**src/rtl/csa_tree_pipe_if.sv**
```systemverilog
// Handshake bundle for csa_tree_pipe: operand side (flush/in_valid/in_ready/pp) and result side.
// CSA_FINAL_ADD_EN adds the product vector to the result side.
interface csa_tree_pipe_if #(
    parameter int W   = 48,
    parameter int NPP = 13
);
    logic             flush;
    logic             in_valid;
    logic             in_ready;
    logic [NPP*W-1:0] pp;
    logic             out_valid;
    logic             out_ready;
    logic [W-1:0]     sum;
    logic [W-1:0]     carry;
`ifdef CSA_FINAL_ADD_EN
    logic [W-1:0]     product;

    modport master (output flush, in_valid, pp, out_ready,
                    input  in_ready, out_valid, sum, carry, product);
    modport slave  (input  flush, in_valid, pp, out_ready,
                    output in_ready, out_valid, sum, carry, product);
`else
    modport master (output flush, in_valid, pp, out_ready,
                    input  in_ready, out_valid, sum, carry);
    modport slave  (input  flush, in_valid, pp, out_ready,
                    output in_ready, out_valid, sum, carry);
`endif
endinterface

```
**src/rtl/csa_tree_pipe.sv**
```systemverilog
// Pipelined word-wide 3:2 carry-save tree: NPP rows of W bits -> sum/carry with sum+carry == SUM(pp) mod 2^W.
// Optional CSA_FINAL_ADD_EN appends a register stage holding the carry-propagate result in product.
module csa_tree_pipe #(
    parameter int W             = 48,
    parameter int NPP           = 13,
    parameter int LVL_PER_STAGE = 2
) (
    input logic           clk,
    input logic           rst,
    csa_tree_pipe_if.slave bus
);

    function automatic int rows_at(input int l);
        int r;
        r = NPP;
        for (int k = 0; k < l; k++) r = r - r / 3;
        return r;
    endfunction

    function automatic int num_levels();
        int r;
        int n;
        r = NPP;
        n = 0;
        while (r > 2) begin
            r = r - r / 3;
            n++;
        end
        return n;
    endfunction

    function automatic int stage_end(input int s, input int nl, input int lps);
        int e;
        e = (s + 1) * lps;
        return (e > nl) ? nl : e;
    endfunction

    // Bit offset of level l's output rows inside the flat lv_out bus.
    function automatic int lout_off(input int l);
        int o;
        o = 0;
        for (int k = 0; k < l; k++) o += rows_at(k + 1);
        return o * W;
    endfunction

    function automatic int st_off(input int s, input int nl, input int lps);
        int o;
        o = 0;
        for (int k = 0; k < s; k++) o += rows_at(stage_end(k, nl, lps));
        return o * W;
    endfunction

    localparam int L_RAW     = num_levels();
    localparam int L         = (L_RAW < 1) ? 1 : L_RAW;
    localparam int LPS       = (LVL_PER_STAGE < 1) ? 1 : LVL_PER_STAGE;
    localparam int S         = (L + LPS - 1) / LPS;
`ifdef CSA_FINAL_ADD_EN
    localparam int NS        = S + 1;
`else
    localparam int NS        = S;
`endif
    localparam int LOUT_BITS = lout_off(L);
    localparam int ST_BITS   = (S > 1) ? st_off(S - 1, L, LPS) : W;
    localparam int FO        = lout_off(L - 1);

    if (NPP < 3 || W < 2 || LVL_PER_STAGE < 1) begin : g_bad_param
        $error("csa_tree_pipe: need NPP>=3, W>=2, LVL_PER_STAGE>=1");
    end

    wire  [LOUT_BITS-1:0] lv_out;
    wire  [ST_BITS-1:0]   st_d;
    wire  [ST_BITS-1:0]   st_m;
    logic [ST_BITS-1:0]   st_q;
    logic [W-1:0]         fin_sum;
    logic [W-1:0]         fin_carry;

    logic [NS-1:0] v_q;
    logic [NS-1:0] rdy;
    logic [NS-1:0] ld;
    logic [NS:0]   vchain;

    // Each level: triples from row 0 become (sum, carry<<1) pairs; leftover rows follow unchanged.
    for (genvar l = 0; l < L; l++) begin : g_lvl
        localparam int RI = rows_at(l);
        localparam int NT = RI / 3;
        localparam int NL = RI % 3;
        localparam int OO = lout_off(l);
        logic [RI*W-1:0] din;

        if (l == 0) begin : g_src_pp
            assign din = bus.pp;
        end else if (l % LPS == 0) begin : g_src_reg
            assign din = st_q[st_off(l / LPS - 1, L, LPS) +: RI*W];
        end else begin : g_src_comb
            assign din = lv_out[lout_off(l - 1) +: RI*W];
        end

        for (genvar t = 0; t < NT; t++) begin : g_csa
            logic [W-1:0] a, b, c;
            assign a = din[(3*t)*W +: W];
            assign b = din[(3*t+1)*W +: W];
            assign c = din[(3*t+2)*W +: W];
            assign lv_out[OO + (2*t)*W +: W]   = a ^ b ^ c;
            assign lv_out[OO + (2*t+1)*W +: W] = ((a & b) | (a & c) | (b & c)) << 1;
        end

        for (genvar k = 0; k < NL; k++) begin : g_pass
            assign lv_out[OO + (2*NT+k)*W +: W] = din[(3*NT+k)*W +: W];
        end
    end

    if (S > 1) begin : g_mid
        for (genvar s = 0; s < S - 1; s++) begin : g_stg
            localparam int N  = rows_at(stage_end(s, L, LPS)) * W;
            localparam int SO = st_off(s, L, LPS);
            assign st_d[SO +: N] = lv_out[lout_off(stage_end(s, L, LPS) - 1) +: N];
            assign st_m[SO +: N] = {N{ld[s]}};
        end
    end else begin : g_no_mid
        assign st_d = '0;
        assign st_m = '0;
    end

    always_ff @(posedge clk) begin
        st_q <= (st_d & st_m) | (st_q & ~st_m);
    end

    always_ff @(posedge clk or negedge rst) begin
        if (!rst) begin
            fin_sum   <= '0;
            fin_carry <= '0;
        end else if (ld[S-1]) begin
            fin_sum   <= lv_out[FO +: W];
            fin_carry <= lv_out[FO + W +: W];
        end
    end

    // valid/ready: stage s may take new contents when it is empty or every stage after it down to the
    // consumer can move (an empty slot anywhere downstream or out_ready); data loads only when upstream is valid.
    assign vchain = {v_q, bus.in_valid};

    always_comb begin
        logic acc;
        acc = bus.out_ready;
        rdy = '0;
        ld  = '0;
        for (int s = NS - 1; s >= 0; s--) begin
            acc    = acc | ~v_q[s];
            rdy[s] = acc;
            ld[s]  = acc & vchain[s];
        end
    end

    always_ff @(posedge clk or negedge rst) begin
        if (!rst) begin
            v_q <= '0;
        end else if (bus.flush) begin
            v_q <= '0;
        end else begin
            for (int s = 0; s < NS; s++) begin
                if (rdy[s]) v_q[s] <= vchain[s];
            end
        end
    end

    assign bus.in_ready  = ~bus.flush & rdy[0];
    assign bus.out_valid = vchain[NS];

`ifdef CSA_FINAL_ADD_EN
    logic [W-1:0] o_sum, o_carry, o_prod;

    always_ff @(posedge clk or negedge rst) begin
        if (!rst) begin
            o_sum   <= '0;
            o_carry <= '0;
            o_prod  <= '0;
        end else if (ld[S]) begin
            o_sum   <= fin_sum;
            o_carry <= fin_carry;
            o_prod  <= fin_sum + fin_carry;
        end
    end

    assign bus.sum     = o_sum;
    assign bus.carry   = o_carry;
    assign bus.product = o_prod;
`else
    assign bus.sum   = fin_sum;
    assign bus.carry = fin_carry;
`endif

endmodule
```
**src/flat_wrapper.sv**
```systemverilog
// flat-port wrapper written by rule: the top's interface ports become plain ports
module csa_tree_pipe_flat 
#(
    parameter int W             = 48,
    parameter int NPP           = 13,
    parameter int LVL_PER_STAGE = 2
)
  (clk, rst, bus_flush, bus_in_valid, bus_pp, bus_out_ready, bus_in_ready, bus_out_valid, bus_sum, bus_carry);
  csa_tree_pipe_if #(.W(W), .NPP(NPP)) bus_i ();
  input logic clk;
  input logic rst;
  input wire logic [$bits(bus_i.flush)-1:0] bus_flush;
  input wire logic [$bits(bus_i.in_valid)-1:0] bus_in_valid;
  input wire logic [$bits(bus_i.pp)-1:0] bus_pp;
  input wire logic [$bits(bus_i.out_ready)-1:0] bus_out_ready;
  output wire logic [$bits(bus_i.in_ready)-1:0] bus_in_ready;
  output wire logic [$bits(bus_i.out_valid)-1:0] bus_out_valid;
  output wire logic [$bits(bus_i.sum)-1:0] bus_sum;
  output wire logic [$bits(bus_i.carry)-1:0] bus_carry;
  assign bus_i.flush = bus_flush;
  assign bus_i.in_valid = bus_in_valid;
  assign bus_i.pp = bus_pp;
  assign bus_i.out_ready = bus_out_ready;
  assign bus_in_ready = bus_i.in_ready;
  assign bus_out_valid = bus_i.out_valid;
  assign bus_sum = bus_i.sum;
  assign bus_carry = bus_i.carry;
  csa_tree_pipe #(.W(W), .NPP(NPP), .LVL_PER_STAGE(LVL_PER_STAGE)) u_core (.clk(clk), .rst(rst), .bus(bus_i));
endmodule
```
**config.mk**
```make
export PLATFORM = sky130hd
export DESIGN_NAME = csa_tree_pipe_flat
export DESIGN_NICKNAME = d
export VERILOG_FILES = /design/src/rtl/csa_tree_pipe_if.sv /design/src/rtl/csa_tree_pipe.sv /design/src/flat_wrapper.sv
export SDC_FILE = /design/constraint.sdc
export NUM_CORES = 2
export LEC_CHECK = 0
export CORE_AREA = 2 2 280 282
export DETAILED_ROUTE_END_ITERATION = 10
export DIE_AREA = 0 0 282 284
export MAX_ROUTING_LAYER = met4
export PLACE_DENSITY_LB_ADDON = 0.12
export RECOVER_POWER = 100
export SLEW_MARGIN = 20
export SYNTH_ARGS = -nofsm -noshare
export SYNTH_HDL_FRONTEND = slang
export SYNTH_SLANG_ARGS = --single-unit
export TNS_END_PERCENT = 1
```
**constraint.sdc**
```tcl
create_clock -name clk -period 8.82 [get_ports clk]
set_clock_uncertainty 0.1 [all_clocks]
set_input_delay 2.646 -clock clk [delete_from_list [all_inputs] [get_ports clk]]
set_output_delay 2.646 -clock clk [all_outputs]
set_load 0.05 [all_outputs]
```
# Word level (Yosys, flattened, before mapping)
# Index checks and enable logic that the tools add are counted.
# totals
elab_cells	105
regBits	530
out_inout_bits	98
input_bits	629
# classes
n_reduce_logical	3
bitwise_logic	92
mux	4
# op_table
cell	count
AND 47 bit	33
XOR 48 bit	22
OR 47 bit	22
AND 432 bit	2
NOT 432 bit	1
OR 432 bit	1
nonzero test 2 bit	3
AND 1 bit	4
NOT 1 bit	4
two-way mux 1 bit	3
two-way mux 3 bit	1
OR 1 bit	3

# Longest topological paths before layout
# logic_depth
ltp_word	8
mapped_depth	5

# Worst setup path after synthesis
# Ideal clock, no wire load.
# synth_path
kind	input -> register
startpoint	in bus_out_ready
endpoint	reg with a tool-made name
setup_slack_ns	-0.296
n_path_buf	0
stages	3
t_arrival_ns	8.383
setup_time_ns	0.633
cell_sequence	nand3b_1 o21ai_0 inv_1
# synth_lines
element	line_no	source
start, declared	flat_wrapper.sv:15	input wire logic [$bits(bus_i.out_ready)-1:0] bus_out_ready;

# Final worst setup path
# layout_path
startpoint	in bus_out_ready
endpoint	reg u_core.fin_carry[32] (netlist: u_core.bus.carry[32])
# layout_via
elab_chain_cells	2
# layout_lines
element	line_no	source
OR 1 bit	csa_tree_pipe.sv:148	acc = acc | ~v_q[s];
AND 1 bit	csa_tree_pipe.sv:150	ld[s] = acc & vchain[s];
end signal, assigned	csa_tree_pipe.sv:134	fin_carry <= lv_out[FO + W +: W];
end, declared	csa_tree_pipe.sv:75	logic [W-1:0] fin_carry;
# Every way passes these cells.
# A chain may end at the register's enable or synchronous reset.

==> impl_results.md <==
- Status: finished with violations
- Failing checks: max-capacitance violations, max-slew violations
- Cell variety after synth: 23
- Via density: 4.13
- Synth warnings: 0
- WP data arrival: 7.66 ns
- Worst-Skew Late Latency: 0.62 ns
- Synth top cells by count: 946 x inv_1, 513 x fa_1, 426 x edfxtp_1, 98 x dfrtp_1, 50 x mux2_1
- Power Dens Cells: 226 mW/mm²
- Setup TNS: 0 ns
- Die ar.: 0.0801 mm²
- Synth top area cells: edfxtp_1 42%, fa_1 33%, inv_1 12%
- Primary FF master, synth: edfxtp_1
- Max-Cap Viols: 8
- Post-Route WL: 69,100 µm
- Max_slew headroom: -150%
- Die X: 282 µm
- CP endpoint kind: register
- GRT met1 Usage: 22.0%
- Largest net degree at the start of global routing: 164
- Layout overhead on the synthesized area: 34.3%
- Most Crowded Layer GR: met2
- Layout cells sized above 1: 4.92%
- Number of global-route vias before repair: 19,300
- Slew Viols, Final: 376
- Drt wl/cell: 17.2 µm
- CP Cell Sequence: dlygate4sd3_1 -> o21ai_0 -> clkbuf_1 -> mux2_2
- Final Util: 53.6%
- Gr usage total: 18.6%
- Post-DP HPWL: 58,300 µm
- Synth top area share: 41.7%
- Max Freq: 138 MHz
- Post-Layout Inst Area: 0.0412 mm²
- Average size of a mapped cell: 14.3 µm²
- Tmin final: 7.27 ns
- Period utilisation layout: 82.4%
- Post-CTS setup buffers: 0
- Placer Congestion: 0.875
- Critical path class: in -> reg
- Row Count: 102
- M3 GR Usage: 4.26%
- GR Util met2: 31.7%
- Critical path's largest stage delay: 2.46 ns
- Startpoint Class: primary input
- Total CTS buffers: 58
- Clock Sinks: 530
- CTS tree: yes
- Detail Route Antenna Nets: 0
- Syn Std Cell Area: 0.0307 mm²
- Worst slew pin tran: 3.76 ns
- Initial antenna violation count: 4
- Register area share after synthesis: 50.1%
- Starting DRT DRC Count: 519
- Leak: 0.0185 µW
- First-pass GRT wire length: 108,000 µm
- Input/output buffers: 725
- Most common cell in the netlist: inv_1
- Routed vias: 16,600
- DRC: 0
- Final setup viols: 0
- Final nets: 4,065
- CTS clk-pin slew, worst paths: 0.06 ns
- CP required: 9.21 ns
- Post-synth EDFFs: 426
- DIE HEIGHT: 284 µm
- Num ports: 727
- Gr ovfl total: 0
- Post-placement cell area: 0.0392 mm²
- Syn_nets: 3,284
- Asr flop ratio synth: 18.5%
- # H-tree levels: 2
- Mapped Cells: 2,139
- # resized after CTS: 0
- Root buffer cell: clkbuf_16
- Flops & latches, synth: 530
- Peak supply drop: 0.145 mV
- Final hold violations: 0
- Max stage delay cell, worst path: clkbuf_1
- RSZ-0062 raised after global routing: no
- Initial DRT Pass Iterations: 4
- Min-Delay Path Class: reg -> reg
- Area leader, netlist: edfxtp_1
- Crit Path Max Fanout: 54
- Effective utilization at floorplan: 39.9%
- Clock Path Buffers: 3
- CORE AREA: 0.0770 mm²
- CTS Hold Buffers Added: 0
## routing by layer
metal / vias to the layer above / part of all wire (%)
li1: 7641 / -
met1: 8388 / 38
met2: 475 / 52
met3: 93 / 6.9
met4: 0 / 2.7
met5: - / 0
## layout make-up
type / instances / area (µm²)
Inverter: 947 / 3560
Clock inverter: 31 / 380
Antenna cell: 4 / 10.0
Multi-Input combinational cell: 651 / 11700
Sequential cell: 530 / 15400
Tap cell: 1040 / 1300
Timing Repair Buffer: 732 / 7290
Fill cell: 6540 / 35700
Clock buffer: 79 / 1640
## report_power, final
| group | internal [µW] | total, µW | switching (µW) |
|---|---|---|---|
| Combinational | 1210 | 3130 | 1920 |
| Sequential | 3470 | 3690 | 226 |
| Clock | 1510 | 2520 | 1000 |
## final timing paths
path	slack (ns)	from	endpoint	cells after the start
hold / removal	0.36	u_core.st_q[48]	u_core.st_q[48]	1
max in group asynchronous	2.95	rst	u_core.bus.sum[0]	2
setup / recovery	1.55	bus_out_ready	u_core.bus.carry[32]	4
hold reg to reg	0.36	u_core.st_q[48]	u_core.st_q[48]	1
setup reg to reg	3.76	u_core.v_q[2]	u_core.bus.carry[32]	4
min in group asynchronous	2.87	rst	u_core.bus.sum[5]	1
## cells by family (layout without fill, tap and decap cells)
| logic type | after synthesis | in the layout | synth area share [%] |
|---|---|---|---|
| fa+ha+maj | 516 | 516 | 33.6 |
| xor+xnor | 22 | 22 | 0.628 |
| mux | 95 | 95 | 3.49 |
| buf+inv | 958 | 1789 | 11.9 |
| other cells | 1 | 5 | 0.0122 |
| compound gates | 4 | 4 | 0.102 |
| flops | 530 | 530 | 50.1 |
| simple gates | 13 | 13 | 0.241 |
## critical path, delay by kind of cell
| kind | cells | cell delay [ns] |
|---|---|---|
| AOI/OAI and AO/OA | 1 | 1.38 |
| buffers and inverters | 2 | 3.04 |
| muxes | 1 | 0.49 |
## cell usage in the layout (no fill, tap or decap), types with 4 or more instances in the layout
cell	netlist	layout
clkdlybuf4s50_1	0	516
dfrtp_1	98	98
clkbuf_16	0	58
clkbuf_1	0	16
fa_1	513	513
xnor2_1	19	19
and2_0	0	5
mux2_2	45	45
nor2_1	4	4
bufinv_16	0	7
inv_1	946	944
clkinv_1	0	4
diode_2	0	4
clkbuf_8	0	11
dfxtp_1	6	6
clkinv_2	0	13
mux2_1	50	50
dlygate4sd3_1	0	208
clkinvlp_4	0	4
edfxtp_1	426	426
## through the flow
step | std cells | total power, µW | hold slack [ns] | setup WS, ns
floorplan | 2139 | 5540 | 0.330 | 0.655
global placement | 3900 | 7010 | 0.343 | 1.69
global route | 4014 | 9980 | 0.385 | 1.00
detailed placement | 3900 | 7060 | 0.350 | 1.72
finish | 4014 | 9340 | 0.364 | 1.55
CTS | 4010 | 9630 | 0.365 | 1.71
Power figures use the tool's default switching activity.
